==> config.mk <==
export PLATFORM = sky130hd
export DESIGN_NAME = noc_flit_ejector
export DESIGN_NICKNAME = d
export VERILOG_FILES = /design/src/rtl/noc_flit_ejector.sv
export SDC_FILE = /design/constraint.sdc
export NUM_CORES = 1
export LEC_CHECK = 0
export BUFFER_PORTS_ARGS = -buffer_cell sky130_fd_sc_hd__buf_4
export CORE_MARGIN = 8
export CORE_UTILIZATION = 45
export DETAILED_ROUTE_END_ITERATION = 12
export PLACE_DENSITY = 0.64
export SYNTH_ARGS = -nofsm -noshare
export SYNTH_HDL_FRONTEND = slang
export SYNTH_SLANG_ARGS = --single-unit
export TNS_END_PERCENT = 100
==> constraint.sdc <==
create_clock -name clk_noc -period 15.45 [get_ports clk_noc]
set_input_delay 4.635 -clock clk_noc [delete_from_list [all_inputs] [get_ports clk_noc]]
set_output_delay 4.635 -clock clk_noc [all_outputs]
set_load 0.01 [all_outputs]
==> src/rtl/noc_flit_ejector.sv <==
// noc_flit_ejector
//   Terminal ejection stage for a router output port. Credit-flow-controlled
//   flits are buffered in a first-word-fall-through FIFO and presented as an
//   AXI-Stream master. One credit is returned for every flit popped.
//   Packet framing (dest stable within a packet) and overflow are flagged
//   in sticky error bits.
//
// Ports
//   clk_noc, rst_noc     clock / async active-high reset
//   data_in, dest_in,    incoming flit; dest layout is {tid, tdest}
//   is_tail_in, send_in
//   credit_out           registered one-cycle pulse per popped flit
//   axis_out_*           AXI-Stream master (tdata = flit payload)
//   err_clear            synchronous clear of sticky flags (and stats)
//   overflow_err         flit arrived with no free slot and no pop
//   framing_err          dest changed inside a packet
//
// Optional: define NOC_FLIT_EJECTOR_STATS_EN to add flit_count / pkt_count
// pop counters (32-bit, wrapping, cleared by err_clear).
module noc_flit_ejector #(
  parameter int FLIT_WIDTH        = 128,
  parameter int TID_WIDTH         = 2,
  parameter int TDEST_WIDTH       = 4,
  parameter int DEST_WIDTH        = TID_WIDTH + TDEST_WIDTH,
  parameter int FLIT_BUFFER_DEPTH = 8
) (
  input  logic                   clk_noc,
  input  logic                   rst_noc,
  input  logic [FLIT_WIDTH-1:0]  data_in,
  input  logic [DEST_WIDTH-1:0]  dest_in,
  input  logic                   is_tail_in,
  input  logic                   send_in,
  output logic                   credit_out,
  output logic                   axis_out_tvalid,
  input  logic                   axis_out_tready,
  output logic [FLIT_WIDTH-1:0]  axis_out_tdata,
  output logic                   axis_out_tlast,
  output logic [TID_WIDTH-1:0]   axis_out_tid,
  output logic [TDEST_WIDTH-1:0] axis_out_tdest,
  input  logic                   err_clear,
  output logic                   overflow_err,
  output logic                   framing_err
`ifdef NOC_FLIT_EJECTOR_STATS_EN
  ,
  output logic [31:0]            flit_count,
  output logic [31:0]            pkt_count
`endif
);

  localparam int PTR_W = $clog2(FLIT_BUFFER_DEPTH);
  localparam int CNT_W = PTR_W + 1;
  localparam int ENT_W = FLIT_WIDTH + DEST_WIDTH + 1;
  localparam logic [CNT_W-1:0] DEPTH_C = CNT_W'(FLIT_BUFFER_DEPTH);

  typedef enum logic { HEAD = 1'b0, BODY = 1'b1 } state_t;

  // Entry layout: {data, dest, tail}
  logic [ENT_W-1:0]      mem_q [FLIT_BUFFER_DEPTH];
  logic [PTR_W-1:0]      wr_ptr_q, wr_ptr_d;
  logic [PTR_W-1:0]      rd_ptr_q, rd_ptr_d;
  logic [CNT_W-1:0]      count_q, count_d;
  logic                  credit_q, credit_d;
  logic                  ovf_q, ovf_d;
  logic                  frm_q, frm_d;
  state_t                state_q, state_d;
  logic [DEST_WIDTH-1:0] pkt_dest_q, pkt_dest_d;

  logic                  full, pop, push, ovf_evt, frm_evt;
  logic [ENT_W-1:0]      head;

  // ---------------------------------------------------------------- FIFO
  always_comb begin
    full    = (count_q == DEPTH_C);
    pop     = (count_q != '0) & axis_out_tready;
    // When full, a slot frees this same cycle only if the head is popped.
    push    = send_in & (~full | pop);
    ovf_evt = send_in & full & ~pop;

    wr_ptr_d = push ? wr_ptr_q + PTR_W'(1) : wr_ptr_q;
    rd_ptr_d = pop  ? rd_ptr_q + PTR_W'(1) : rd_ptr_q;

    count_d = count_q;
    case ({push, pop})
      2'b10:   count_d = count_q + CNT_W'(1);
      2'b01:   count_d = count_q - CNT_W'(1);
      default: count_d = count_q;
    endcase

    credit_d = pop;
  end

  // Storage has no reset; contents are only observed while count != 0.
  always_ff @(posedge clk_noc) begin
    if (push) mem_q[wr_ptr_q] <= {data_in, dest_in, is_tail_in};
  end

  // ------------------------------------------------------ framing FSM
  // Advances on every send, including dropped flits, so the packet
  // boundary tracking stays aligned with the upstream sender.
  always_comb begin
    state_d    = state_q;
    pkt_dest_d = pkt_dest_q;
    frm_evt    = 1'b0;
    if (send_in) begin
      case (state_q)
        HEAD: begin
          pkt_dest_d = dest_in;
          if (!is_tail_in) state_d = BODY;
        end
        BODY: begin
          if (dest_in != pkt_dest_q) frm_evt = 1'b1;
          if (is_tail_in) state_d = HEAD;
        end
        default: state_d = HEAD;
      endcase
    end
  end

  // A new error in the clear cycle wins over the clear.
  always_comb begin
    ovf_d = (ovf_q & ~err_clear) | ovf_evt;
    frm_d = (frm_q & ~err_clear) | frm_evt;
  end

  always_ff @(posedge clk_noc or posedge rst_noc) begin
    if (rst_noc) begin
      wr_ptr_q   <= '0;
      rd_ptr_q   <= '0;
      count_q    <= '0;
      credit_q   <= 1'b0;
      ovf_q      <= 1'b0;
      frm_q      <= 1'b0;
      state_q    <= HEAD;
      pkt_dest_q <= '0;
    end else begin
      wr_ptr_q   <= wr_ptr_d;
      rd_ptr_q   <= rd_ptr_d;
      count_q    <= count_d;
      credit_q   <= credit_d;
      ovf_q      <= ovf_d;
      frm_q      <= frm_d;
      state_q    <= state_d;
      pkt_dest_q <= pkt_dest_d;
    end
  end

  // ------------------------------------------------------------ outputs
  assign head            = mem_q[rd_ptr_q];
  assign axis_out_tvalid = (count_q != '0);
  assign axis_out_tdata  = head[ENT_W-1 -: FLIT_WIDTH];
  assign axis_out_tid    = head[DEST_WIDTH -: TID_WIDTH];
  assign axis_out_tdest  = head[TDEST_WIDTH:1];
  assign axis_out_tlast  = head[0];
  assign credit_out      = credit_q;
  assign overflow_err    = ovf_q;
  assign framing_err     = frm_q;

`ifdef NOC_FLIT_EJECTOR_STATS_EN
  logic [31:0] flit_cnt_q, flit_cnt_d;
  logic [31:0] pkt_cnt_q,  pkt_cnt_d;

  always_comb begin
    flit_cnt_d = flit_cnt_q;
    pkt_cnt_d  = pkt_cnt_q;
    if (err_clear) begin
      flit_cnt_d = '0;
      pkt_cnt_d  = '0;
    end else if (pop) begin
      flit_cnt_d = flit_cnt_q + 32'd1;
      if (axis_out_tlast) pkt_cnt_d = pkt_cnt_q + 32'd1;
    end
  end

  always_ff @(posedge clk_noc or posedge rst_noc) begin
    if (rst_noc) begin
      flit_cnt_q <= '0;
      pkt_cnt_q  <= '0;
    end else begin
      flit_cnt_q <= flit_cnt_d;
      pkt_cnt_q  <= pkt_cnt_d;
    end
  end

  assign flit_count = flit_cnt_q;
  assign pkt_count  = pkt_cnt_q;
`endif

endmodule

==> reports/results.txt <==
The final RePlAce weighted congestion was 0.707; the total of flip-flops plus latches after synthesis was 1100. The tools report the wire length of the first global-routing pass as 128000 um. sky130_fd_sc_hd__edfxtp_1 takes more of the synthesized area than any other cell.

Placed cell count: 3071. For this block, the initial DRC count from the detailed router was 1439. Summed over all cells, the static leakage comes to 15.7 nW.

The initial utilization of the core area, before any placement, comes to 45.3%. By count the netlist is led by sky130_fd_sc_hd__edfxtp_1 (1080), sky130_fd_sc_hd__mux4_2 (270), sky130_fd_sc_hd__mux2_2 (142). The leftover overflow at the end of global routing is 0, and the slack of the critical path is 6.52 ns. The share of synthesized registers carrying an async set or reset works out to 1.82%. Detailed routing inserted a total of 18.2k vias.

The run gives 13 as the initial antenna violation count. Number of routed nets with antenna violations: 0. After detailed routing, the number of remaining DRC violations is 0. STA classifies the critical path endpoint as an output pin.

Using the TritonRoute via totals, the vias-per-cell ratio works out to 5.56. The die span in y is 320 um, and the share of the yosys chip area belonging to registers is 79.2%. For the critical path data required time, the log shows 10.82 ns.

After layout, the minimum clock period comes to 8.93 ns. The maximum fanout along the worst path is 110, and the final setup TNS is 0 ns. The met1 capacity usage during global routing was 21.6%; the proportion of netlist area held by the largest area contributor was 78.0%. Dividing the final minimum period by the clock period gives 57.8%. In this run the number of H-tree levels came out at 3.

Row generation in the floorplan step produced 111 rows. Setup violations remaining at the end of the flow were counted as 0. The synthesized netlist occupies a cell area of 41600 sq um.

The power density over the cells works out to 192 nW/um^2. Once the clock tree was built, the resizer swapped 0 gates to a different size. Yosys printed 0 warnings. The layer flagged by global routing as most heavily used is met2. The run gives 0 as the total count of hold-check failures in the final report. The max-slew violation total from the final report was 0; the first-pass iteration count of the detailed router was 4. Across the run, the number of max-cap violations was 0.

At the pin with the least slew margin, the transition time is 1.25 ns. On the final layout, the worst clock skew is 0.0154 ns. The synthesized design contains 1080 enable-type register cells. In the global route stage, met3 resource usage came out at 4.81%. For the pre-CTS worst setup slack, the log shows 7.13 ns.

The floorplan step set the die width to 320 um. The worst hold path belongs to the class register to register. After clock tree synthesis, the clock-pin slew on the worst setup and hold paths is 0.06 ns. The synthesized area per cell was 25.1 sq um; the total power was 9.34 mW. Critical path class: register to output pin. The share of cells above drive strength 1 was 42.4%. The clock passes through at most 3 buffers. The worst setup path is launched from a register. The number of global-route vias before repair is 20.0k. The number of port buffers is 278, and the area growth from synthesis to final layout is 16.8%. For the cell count after synthesis, the log shows 1656. For the clock latency reported for the late side of the worst-skew pair, the log shows 0.66 ns. TritonCTS built the clock tree. Among all flip-flop cells after synthesis, the most frequent one is sky130_fd_sc_hd__edfxtp_1. The die covers 102000 sq um. The flow ran to the end, and the final reports show no timing, DRC or antenna violations. The headroom to the max-slew limit is 16.5%, and the critical path arrival is 4.30 ns.

Summed over all layers, the routed wires come to 85800 um. The average wire per standard cell works out to 26.2 um. By area the synthesized netlist is led by sky130_fd_sc_hd__edfxtp_1 (78%), sky130_fd_sc_hd__mux4_2 (15%), sky130_fd_sc_hd__mux2_2 (3.8%). The most frequently used cell type in the post-synthesis netlist was sky130_fd_sc_hd__edfxtp_1. Entering global routing, the biggest net connects 139 pins. Once layout is complete, the cells apart from fillers number 3276. TritonCTS created 110 clock buffers. Detailed placement finished with a half-perimeter wire length of 45600 um. The top achievable clock speed is 0.112 GHz, and the number of unique standard cell types used by synthesis is 37.

In this run the count of I/O pins placed on the die edge is 279. The floorplan core area was 91700 sq um. CTS placed an instance of sky130_fd_sc_hd__clkbuf_16 at the clock tree root. The logs give 1100 for the clock sink count and 0.179 mV for the maximum ir drop on the vdd rail.

The run gives 0 as the number of hold-repair buffers added at the cts stage. The net count of the finished layout came out at 2142. Setup repair after global routing left no endpoint under its margin. Post-CTS timing repair inserted 0 buffers for setup.

The tools report the global routing usage on met2 as 27.5%. The synthesized netlist net count came out at 1801. Global routing consumed, over all layers together, 16.6% of the routing resources.
-- power breakdown --
group          leakage, nW  total, mW  internal, mW  switching (mW)
registers             10.0       3.94          3.75           0.189
logic                 3.96       2.82          1.44            1.38
clock network         1.72       2.58          1.50            1.08
total                 15.7       9.34          6.68            2.65
-- layer usage --
layer  part of all wire (%)  routed length, um
met1                     42              35600
met2                     49              42300
met3                    6.9               5900
met4                    2.0               1740
met5                   0.14                123
-- critical path, stage by stage, from the launching register on --
cell and delay [ns]:
sky130_fd_sc_hd__dfrtp_4 0.83, sky130_fd_sc_hd__buf_4 0.75, sky130_fd_sc_hd__buf_12 0.65, sky130_fd_sc_hd__mux4_2 0.61, sky130_fd_sc_hd__mux2_2 0.29, sky130_fd_sc_hd__buf_4 0.15
-- cells in the final DEF, fill, tap and decap left out, drive strengths merged, types with 2 or more instances in the layout --
cell type / n
ha: 5
edfxtp: 1080
nand2b: 3
nor2: 6
inv: 7
o211ai: 2
nor2b: 2
dfrtp: 20
buf: 307
mux2: 144
bufinv: 10
nand2: 3
diode: 4
mux4: 270
clkbuf: 135
a21oi: 3
nor3: 4
or4: 2
xnor2: 12
clkinv: 53
-- per-stage QoR --
step / hold WS (ns) / area, sq um / utilization (%)
6_report: 0.511 / 48500 / 52.9
5_1_grt: 0.537 / 48500 / 52.9
3_5_place_dp: 0.488 / 45000 / 49.1
4_1_cts: 0.512 / 48500 / 52.9
2_1_floorplan: 0.502 / 41600 / -
3_3_place_gp: 0.482 / 45000 / 49.1
-- layout make-up --
type                       instances  area, sq um
timing repair buffer             307         2380
fill                            6978        43100
clock buffer                     135         2910
antenna                            4         10.0
multi-input combinational        473         8200
inverter                           5         18.8
clock inverter                    66          591
sequential                      1100        32900
tap                             1186         1480
-- logic make-up (layout without fill, tap and decap cells) --
| logic type | count (synthesis) | after routing | share of synthesized area (%) |
|---|---|---|---|
| flip-flops | 1100 | 1100 | 79.2 |
| multiplexers | 415 | 415 | 18.6 |
| buffers and inverters | 83 | 513 | 1.18 |
| AND/OR/NAND/NOR | 26 | 26 | 0.346 |
| AO/OA/AOI/OAI | 14 | 14 | 0.256 |
| XOR/XNOR | 13 | 13 | 0.274 |
| adder cells (fa/ha/maj) | 5 | 5 | 0.151 |
| other | 0 | 4 | 0 |
-- worst paths after layout --
path                                   from                 end  slack, ns  cells past startpoint
worst max-delay path            rd_ptr_q[0]  axis_out_tdata[98]       6.52                      5
worst min-delay path            framing_err         framing_err       0.51                      1
worst max register to register   count_q[1]        mem_q[4][82]      11.42                      5
worst min register to register  framing_err         framing_err       0.51                      1
max in group asynchronous           rst_noc         rd_ptr_q[0]      10.77                      2
min in group asynchronous           rst_noc       pkt_dest_q[4]       4.11                      2
-- state kept, by name, indices dropped and copies added, names as in the netlist --
name          count
framing_err       1
mem_q          1080
pkt_dest_q        6
overflow_err      1
state_q           1
wr_ptr_q          3
count_q           4
credit_out        1
rd_ptr_q          3
Power figures use the tool's default switching activity.
